<file path="src/rtl/uart_autobaud_pkg.sv">
// Shared types and constants for the uart_autobaud detector.
// Holds the FSM encoding and the sync-character constants.
package uart_autobaud_pkg;

  typedef enum logic [2:0] {
    S_IDLE,
    S_WAIT_IDLE,
    S_WAIT_START,
    S_MEASURE,
    S_DONE,
    S_ERROR
  } ab_state_e;

  localparam logic [7:0] SYNC_CHAR = 8'h55;
  localparam int SPAN_BITS = 3;
  localparam int SYNC_FALLS = 5;

endpackage

</file>
<file path="src/rtl/uart_autobaud_sync.sv">
// Two-flop synchronizer for the raw rx pin.
// Resets to the idle-high line level.
module uart_autobaud_sync
  import uart_autobaud_pkg::*;
(
  input  logic clk,
  input  logic rst_n,
  input  logic d_i,
  output logic q_o
);

  logic [1:0] ff_q;

  always_ff @(posedge clk or negedge rst_n) begin
    if (!rst_n) begin
      ff_q <= 2'b11;
    end else begin
      ff_q <= {ff_q[0], d_i};
    end
  end

  assign q_o = ff_q[1];

endmodule

</file>
<file path="src/rtl/uart_autobaud.sv">
// Baud-rate detector: times 8 bit periods of a 0x55 sync char
// (1st to 5th falling edge) and reports rounded clocks per bit.
module uart_autobaud
  import uart_autobaud_pkg::*;
#(
  parameter int          CNT_WIDTH    = 16,
  parameter int          MIN_BIT_CLKS = 4,
  parameter int          IDLE_CLKS    = 64,
  parameter int unsigned DEFAULT_DIV  = 868
) (
  input  logic                 clk,
  input  logic                 rst_n,
  input  logic                 en,
  input  logic                 rx,
  output logic [CNT_WIDTH-1:0] clk_div,
  output logic                 locked,
  output logic                 done,
  output logic                 error,
  output logic                 busy
);

  localparam int SW = CNT_WIDTH + SPAN_BITS;
  localparam int IW = $clog2(IDLE_CLKS + 1);

  ab_state_e            state_q;
  logic [CNT_WIDTH-1:0] div_q;
  logic                 locked_q;
  logic                 done_q;
  logic                 err_q;
  logic                 busy_q;
  logic [IW-1:0]        idle_q;
  logic [SW-1:0]        span_q;
  logic [SW-1:0]        seg_q;
  logic [1:0]           fall_q;
  logic                 rx_p_q;

  logic                 rx_s;
  logic                 fall;
  logic                 rise;
  logic [SW-1:0]        rnd;
  logic [CNT_WIDTH-1:0] rdiv;
  logic                 rdiv_low;
  logic                 seg_low;
  logic                 span_sat;

  uart_autobaud_sync u_sync (
    .clk   (clk),
    .rst_n (rst_n),
    .d_i   (rx),
    .q_o   (rx_s)
  );

  assign fall     = rx_p_q & ~rx_s;
  assign rise     = ~rx_p_q & rx_s;
  assign rnd      = span_q + SW'(4);
  assign rdiv     = CNT_WIDTH'(rnd >> SPAN_BITS);
  assign rdiv_low = rdiv < CNT_WIDTH'(MIN_BIT_CLKS);
  assign seg_low  = seg_q < SW'(MIN_BIT_CLKS);
  assign span_sat = &span_q;

  always_ff @(posedge clk or negedge rst_n) begin
    if (!rst_n) begin
      state_q  <= S_IDLE;
      div_q    <= CNT_WIDTH'(DEFAULT_DIV);
      locked_q <= 1'b0;
      done_q   <= 1'b0;
      err_q    <= 1'b0;
      busy_q   <= 1'b0;
      idle_q   <= '0;
      span_q   <= '0;
      seg_q    <= '0;
      fall_q   <= '0;
      rx_p_q   <= 1'b1;
    end else begin
      rx_p_q <= rx_s;
      done_q <= 1'b0;
      err_q  <= 1'b0;
      if (!en) begin
        state_q <= S_IDLE;
        busy_q  <= 1'b0;
      end else begin
        unique case (state_q)
          S_IDLE: begin
            state_q  <= S_WAIT_IDLE;
            locked_q <= 1'b0;
            idle_q   <= '0;
          end
          S_WAIT_IDLE: begin
            if (!rx_s) begin
              idle_q <= '0;
            end else if (idle_q == IW'(IDLE_CLKS - 1)) begin
              state_q <= S_WAIT_START;
              busy_q  <= 1'b1;
            end else begin
              idle_q <= idle_q + 1'b1;
            end
          end
          S_WAIT_START: begin
            if (fall) begin
              state_q <= S_MEASURE;
              span_q  <= SW'(1);
              seg_q   <= SW'(1);
              fall_q  <= '0;
            end
          end
          S_MEASURE: begin
            span_q <= span_q + 1'b1;
            seg_q  <= seg_q + 1'b1;
            // saturation outranks any edge seen in the same cycle
            if (span_sat) begin
              state_q <= S_ERROR;
              err_q   <= 1'b1;
              busy_q  <= 1'b0;
            end else if (fall || rise) begin
              if (seg_low) begin
                state_q <= S_ERROR;
                err_q   <= 1'b1;
                busy_q  <= 1'b0;
              end else begin
                seg_q <= SW'(1);
                if (fall && fall_q == 2'd3) begin
                  busy_q <= 1'b0;
                  if (rdiv_low) begin
                    state_q <= S_ERROR;
                    err_q   <= 1'b1;
                  end else begin
                    state_q  <= S_DONE;
                    div_q    <= rdiv;
                    done_q   <= 1'b1;
                    locked_q <= 1'b1;
                  end
                end else if (fall) begin
                  fall_q <= fall_q + 1'b1;
                end
              end
            end
          end
          S_DONE, S_ERROR: begin
            state_q <= S_WAIT_IDLE;
            idle_q  <= '0;
          end
          default: begin
            state_q <= S_IDLE;
            busy_q  <= 1'b0;
          end
        endcase
      end
    end
  end

  assign clk_div = div_q;
  assign locked  = locked_q;
  assign done    = done_q;
  assign error   = err_q;
  assign busy    = busy_q;

endmodule
</file>
<file path="config.mk">
export PLATFORM = sky130hd
export DESIGN_NAME = uart_autobaud
export DESIGN_NICKNAME = d
export VERILOG_FILES = /design/src/rtl/uart_autobaud_pkg.sv /design/src/rtl/uart_autobaud_sync.sv /design/src/rtl/uart_autobaud.sv
export SDC_FILE = /design/constraint.sdc
export NUM_CORES = 1
export LEC_CHECK = 0
export BUFFER_PORTS_ARGS = -buffer_cell sky130_fd_sc_hd__buf_2
export CORE_ASPECT_RATIO = 1.2
export CORE_MARGIN = 2
export CORE_UTILIZATION = 40
export DETAILED_ROUTE_END_ITERATION = 8
export GPL_TIMING_DRIVEN = 0
export PLACE_DENSITY_LB_ADDON = 0.25
export SLEW_MARGIN = 20
export SYNTH_ARGS = -nofsm -noshare
export SYNTH_HDL_FRONTEND = slang
export SYNTH_SLANG_ARGS = --single-unit
export TNS_END_PERCENT = 50
</file>
<file path="constraint.sdc">
create_clock -name clk -period 5.3 [get_ports clk]
set_input_delay 0.53 -clock clk [delete_from_list [all_inputs] [get_ports clk]]
set_output_delay 0.53 -clock clk [all_outputs]
set_load 0.005 [all_outputs]
</file>
==> results.toml, run 1 <==
[run_status]
outcome = "finished, final reports clean"

[final_layout]
insertedDiodeCount = 0
layout-drive-gt1-share = 0.159
syn2layout_area_growth_pct = 16.4
nets = 471
final_cell_count_no_fill = 591
postLayoutCellArea_sq_um = 4690

[placed_design]
gp_congestion = 0.846
dpl.cell_count = 576
io_buffers = 23
dp_hpwl_mm = 6.52
placed_cell_area_sq_um = 4340

[worst_setup_path]
worst_r2r_startpoint = "span_q[2]$_DFFE_PN0P_"
critPathMaxFanout = 10
path_class = "reg2reg"
r2r-end = "clk_div[7]$_DFFE_PN0P_"
r2r_cells = 9
ff2ff_setup_slack_ns = 2.23
start_kind = "flip-flop"
setup.worst_path.end_class = "flip-flop"
cp.arrival_ns = 3.29
required_ns = 5.51

[grt]
grt_max_degree = 56
grt_pass1_vias = 3185
use_met2 = 0.308
grt_util_met1 = 0.231
grt_pass1_wl_mm = 15.5
grtUsageMet3 = 0.0297
gr-usage-all-layers = 0.182
grt-busiest-layer = "met2"
antenna_found_initial = 0
grt-ovfl-total = 0

[logic_synthesis]
synth_cells = 426
synth_top_family_by_area = "simple AND/OR/NAND/NOR gates"
synth_fp_nets = 436
synthArstFlopShare = 1.00
ys_top_cells_by_area = "dfrtp_1 (40%), dfstp_2 (5.2%), o21ai_0 (4.5%)"
synth_top_area_cell = "dfrtp_1"
synth-warning-count = 0
synth.top_cell.area_share = 0.403
synth_compound_area_frac = 0.175
synthMuxAreaShare = 0.0568
synth_edf_count = 0
yosys-top-cells-count = "dfrtp_1 (65), nand2_1 (41), o21ai_0 (36), nand3_1 (29), nor2_1 (23)"
ys_types = 52
syn_area_per_cell_sq_um = 9.47
synthAdderAreaFrac = 0.0186
synth_xor_area_frac = 0.0413
yosysMostFrequentCell = "dfrtp_1"
netlist_area_sq_um = 4030
ys_ff_latch = 73
ys_seq_area_frac = 0.455
ys.flop_type = "dfrtp_1"
synthSimpleGateAreaFrac = 0.215

[sta]
drv_slew = 0
hold_slack_ns = 0.0717
rsz0062_at_grt = "no"
setup_viol = 0
finalClockSkew_ns = 0.00615
fin_crit_sh = 0.580
max_freq_ghz = 0.325
worst-slew-pin-transition_ns = 0.705
slew_headroom = 0.525
setup_tns_ns = 0
hold_viol = 0
period_needed_ns = 3.07

[job]
max-cap-violations = 0

[power_and_ir_drop]
p_leak_nw = 2.10
peakVddDrop_mv = 0.216
power_w = 0.00134
pwr_density_cell_nw_per_um2 = 285

[clock_tree]
clk_latency_ns = 0.33
cts_buffers = 9
cts_tree = "built"
clk_pin_slew_ns = 0.06
cts-root-buf = "clkbuf_16"
cts_resized = 0
clock_path_buffers = 2
ctsHoldBuffers = 0
ctsHtreeMaxLevel = 3
cts.sinks = 73
post_cts.repair.setup_buffers = 0

[detailed_routing]
remaining_drc_errors = 0
dr.pass1.iters = 5
postRouteAntennaNets = 0
routed_via_density = 5.72
drt-initial-drc-count = 139
wire_per_inst_microns = 15.8
num_vias = 3379
routed_wl_mm = 9.32

[die]
die_y_microns = 114
dieArea_sq_um = 10900
rows = 40
start_util = 0.407
chipWidth_microns = 95.7
core_sq_um = 9910
ioPinCount = 24

[min_path]
hold_class = "in2async"
## flip-flops by register name (all words and copies together), names as in the netlist
register	cells
locked	1
span_q	19
error	1
done	1
rx_p_q	1
u_sync.ff_q	2
fall_q	2
busy	1
seg_q	19
state_q	3
clk_div	16
idle_q	7
## report_power, final
group	total (W)	leakage [nW]	switching (W)	internal, W
Clock	0.000744	0.173	0.000238	0.000506
Sequential	0.000566	0.946	0.00000321	0.000563
Combinational	0.0000302	0.978	0.0000210	0.00000914
## cells in the final DEF, fill, tap and decap left out, types with 12 or more instances in the layout
cell type,netlist,layout
a21oi_1,21,21
a31oi_1,17,17
buf_2,4,26
clkbuf_1,12,13
dfrtp_1,65,65
inv_1,13,13
nand2_1,41,41
nand3_1,29,29
nor2_1,23,23
nor4_1,14,14
o21ai_0,36,36
xnor2_1,12,12
## metrics by stage
| step | worst slack, ns | util |
|---|---|---|
| after global routing | 1.94 | 0.474 |
| final | 2.23 | 0.474 |
| after CTS | 2.22 | 0.474 |
| after global placement | 2.29 | 0.435 |
| after floorplan | 2.70 | - |
| after detailed placement | 2.23 | 0.438 |
## layer usage
layer | vias up | part of all wire
met3 | 14 | 0.040
met4 | 0 | 0.021
met1 | 1653 | 0.44
li1 | 1634 | -
met2 | 78 | 0.50
met5 | - | 0
## kinds of logic (layout without fill, tap and decap cells)
| family | Yosys count | after routing |
|---|---|---|
| muxes | 20 | 20 |
| and+or+nand+nor | 165 | 165 |
| AOI/OAI and AO/OA | 110 | 110 |
| adders and majority gates | 6 | 6 |
| DFF | 73 | 73 |
| xor gates and xnor gates | 19 | 19 |
| buffers and inverters | 33 | 72 |
## cell type report
class	count	area (sq um)
repair buffers	24	145
inverters	13	48.8
plain buffers	20	103
fillers	941	5220
multi-input cells	320	2050
flip-flops and latches	73	1840
clock inverters	5	129
clock buffers	10	229
well taps	126	158
## worst max-delay path by stage
stage                          startpoint  slack (ns)                      to
floorplan           span_q[2]$_DFFE_PN0P_        2.70  clk_div[7]$_DFFE_PN0P_
global placement    span_q[2]$_DFFE_PN0P_        2.29   seg_q[10]$_DFFE_PN0P_
detailed placement  span_q[2]$_DFFE_PN0P_        2.23  clk_div[7]$_DFFE_PN0P_
CTS                 span_q[2]$_DFFE_PN0P_        2.22  clk_div[7]$_DFFE_PN0P_
global route        span_q[2]$_DFFE_PN0P_        1.94   seg_q[10]$_DFFE_PN0P_
finish              span_q[2]$_DFFE_PN0P_        2.23  clk_div[7]$_DFFE_PN0P_
## worst max-delay path, cell delays in order (launching register included)
cell	delay, ns
dfrtp_1	0.45
ha_1	0.17
buf_2	0.19
nand2_1	0.17
nor4b_4	0.36
nand3_1	0.19
a2111oi_4	0.58
a31oi_4	0.28
buf_6	0.26
mux2_4	0.30
Note: power is estimated with default switching activity, not from simulation.
==> inputs of run 2 (changes only) <==
Clock period 5.3 ns to 3 ns, I/O delays scaled along.
==> run 2 against run 1 <==
Effect of this change: fmax up 8.5%; die area unchanged; clock-buffer cell count unchanged; flip-flop and latch count unchanged; clock power up 77%; combinational power up 81%; highest routed layer unchanged.
==> results.toml, run 2 (synthesis gave the netlist of run 1 again) <==
[die]
die_y_microns = 114
rows = 40
chipWidth_microns = 95.7
start_util = 0.407
dieArea_sq_um = 10900
core_sq_um = 9910
ioPinCount = 24

[detailed_routing]
wire_per_inst_microns = 15.8
dr.pass1.iters = 5
postRouteAntennaNets = 0
routed_via_density = 5.75
drt-initial-drc-count = 135
routed_wl_mm = 9.44
remaining_drc_errors = 0
num_vias = 3446

[clock_tree]
cts_tree = "built"
clk_latency_ns = 0.33
cts_buffers = 9
clk_pin_slew_ns = 0.06
ctsHtreeMaxLevel = 3
clock_path_buffers = 2
cts-root-buf = "clkbuf_16"
cts.sinks = 73

[worst_setup_path]
ff2ff_setup_slack_ns = 0.17
cp.arrival_ns = 3.05
required_ns = 3.22
start_kind = "flip-flop"
setup.worst_path.end_class = "flip-flop"
critPathMaxFanout = 10
path_class = "reg2reg"

[power_and_ir_drop]
power_frac_clock = 0.555
swShare = 0.196
pwr_density_cell_nw_per_um2 = 496
switching_power_w = 0.000465
power_w = 0.00237
p_int_w = 0.00190
p_leak_nw = 2.14
combPwrFrac = 0.023
peakVddDrop_mv = 0.380
seqPwrFrac = 0.422

[sta]
drv_slew = 0
finalClockSkew_ns = 0.00621
fin_crit_sh = 0.945
hold_viol = 0
slew_headroom = 0.567
setup_ws_ns = 0.166
period_needed_ns = 2.83
worst-slew-pin-transition_ns = 0.644
setup_viol = 0
max_freq_ghz = 0.353

[placed_design]
gp_congestion = 0.846
dp_slack_ns = -0.0680
io_buffers = 23
dp_hpwl_mm = 6.52
placed_cell_area_sq_um = 4340

[final_layout]
layout_common_cells = "dfrtp_1 (64), nand2_1 (40), o21ai_0 (35), nand3_1 (29), buf_2 (26)"
insertedDiodeCount = 0
syn2layout_area_growth_pct = 18.5
layout-drive-gt1-share = 0.184
fin_util = 0.483
layout_commonest_cell = "dfrtp_1"
nets = 479
postLayoutCellArea_sq_um = 4780
fillers = 940

[job]
max-cap-violations = 0

[run_status]
outcome = "finished, final reports clean"

[grt]
gr-usage-all-layers = 0.182
grt_pass1_wl_mm = 15.6
grt-ovfl-total = 0
grt_max_degree = 56
grt_pass1_vias = 3185
antenna_found_initial = 0

[min_path]
hold_class = "in2reg"
run 2: final timing paths:
check	end	from	cells after the start
min reg2reg	u_sync.ff_q[1]$_DFF_PN1_	u_sync.ff_q[0]$_DFF_PN1_	0
min in group asynchronous	span_q[11]$_DFFE_PN0P_	rst_n	2
min	u_sync.ff_q[0]$_DFF_PN1_	rx	1
max	clk_div[7]$_DFFE_PN0P_	span_q[3]$_DFFE_PN0P_	9
max in group asynchronous	u_sync.ff_q[0]$_DFF_PN1_	rst_n	3
max reg2reg	clk_div[7]$_DFFE_PN0P_	span_q[3]$_DFFE_PN0P_	9
run 2: routing by layer:
layer  up-vias  track usage  share of wire
met3        17       0.0297          0.040
met2        81        0.308           0.50
li1       1654            -              -
met1      1694        0.232           0.44
met4         0       0.0686          0.022
met5         -            0              0
run 2: metrics by stage:
step	std cells	hold slack, ns	setup TNS (ns)
CTS	592	0.0599	-0.0370
finish	599	0.0660	0
detailed placement	576	0.205	-0.361
global route	599	0.0677	-0.00916
global placement	575	0.347	-0.0206
floorplan	426	0.00441	0
run 2: power groups by stage:
stage	logic, W	clock network [W]	registers [W]
floorplan	0.0000203	0	0.00102
CTS	0.0000571	0.00134	0.000999
global placement	0.0000504	0	0.00102
finish	0.0000548	0.00132	0.00100
detailed placement	0.0000559	0	0.00102
global route	0.0000657	0.00137	0.00100
run 2: area by class of cell:
class / count / area [sq um] / share of cell area
multi-input cells: 320 / 2070 / 0.433
flip-flops and latches: 73 / 1840 / 0.384
clock buffers: 10 / 229 / 0.0479
repair buffers: 32 / 208 / 0.0434
well taps: 126 / 158 / 0.0330
clock inverters: 5 / 129 / 0.0269
plain buffers: 20 / 103 / 0.0215
inverters: 13 / 48.8 / 0.0102
run 2: timing repair:
action,in CTS,in global routing
setup buffers,0,7
endpoints found under the hold margin,15,0
setup endpoints to repair,12,27
hold buffers,1,0
resized for setup,1,6
pin swaps,1,3
run 2: critical path: stages, from the launching register on:
cell       delay, ns
dfrtp_1         0.44
ha_1            0.17
buf_2           0.19
nand2_2         0.14
nor4b_4         0.37
nand3_1         0.18
a2111oi_4       0.50
a31oi_4         0.20
buf_6           0.22
mux2_4          0.30
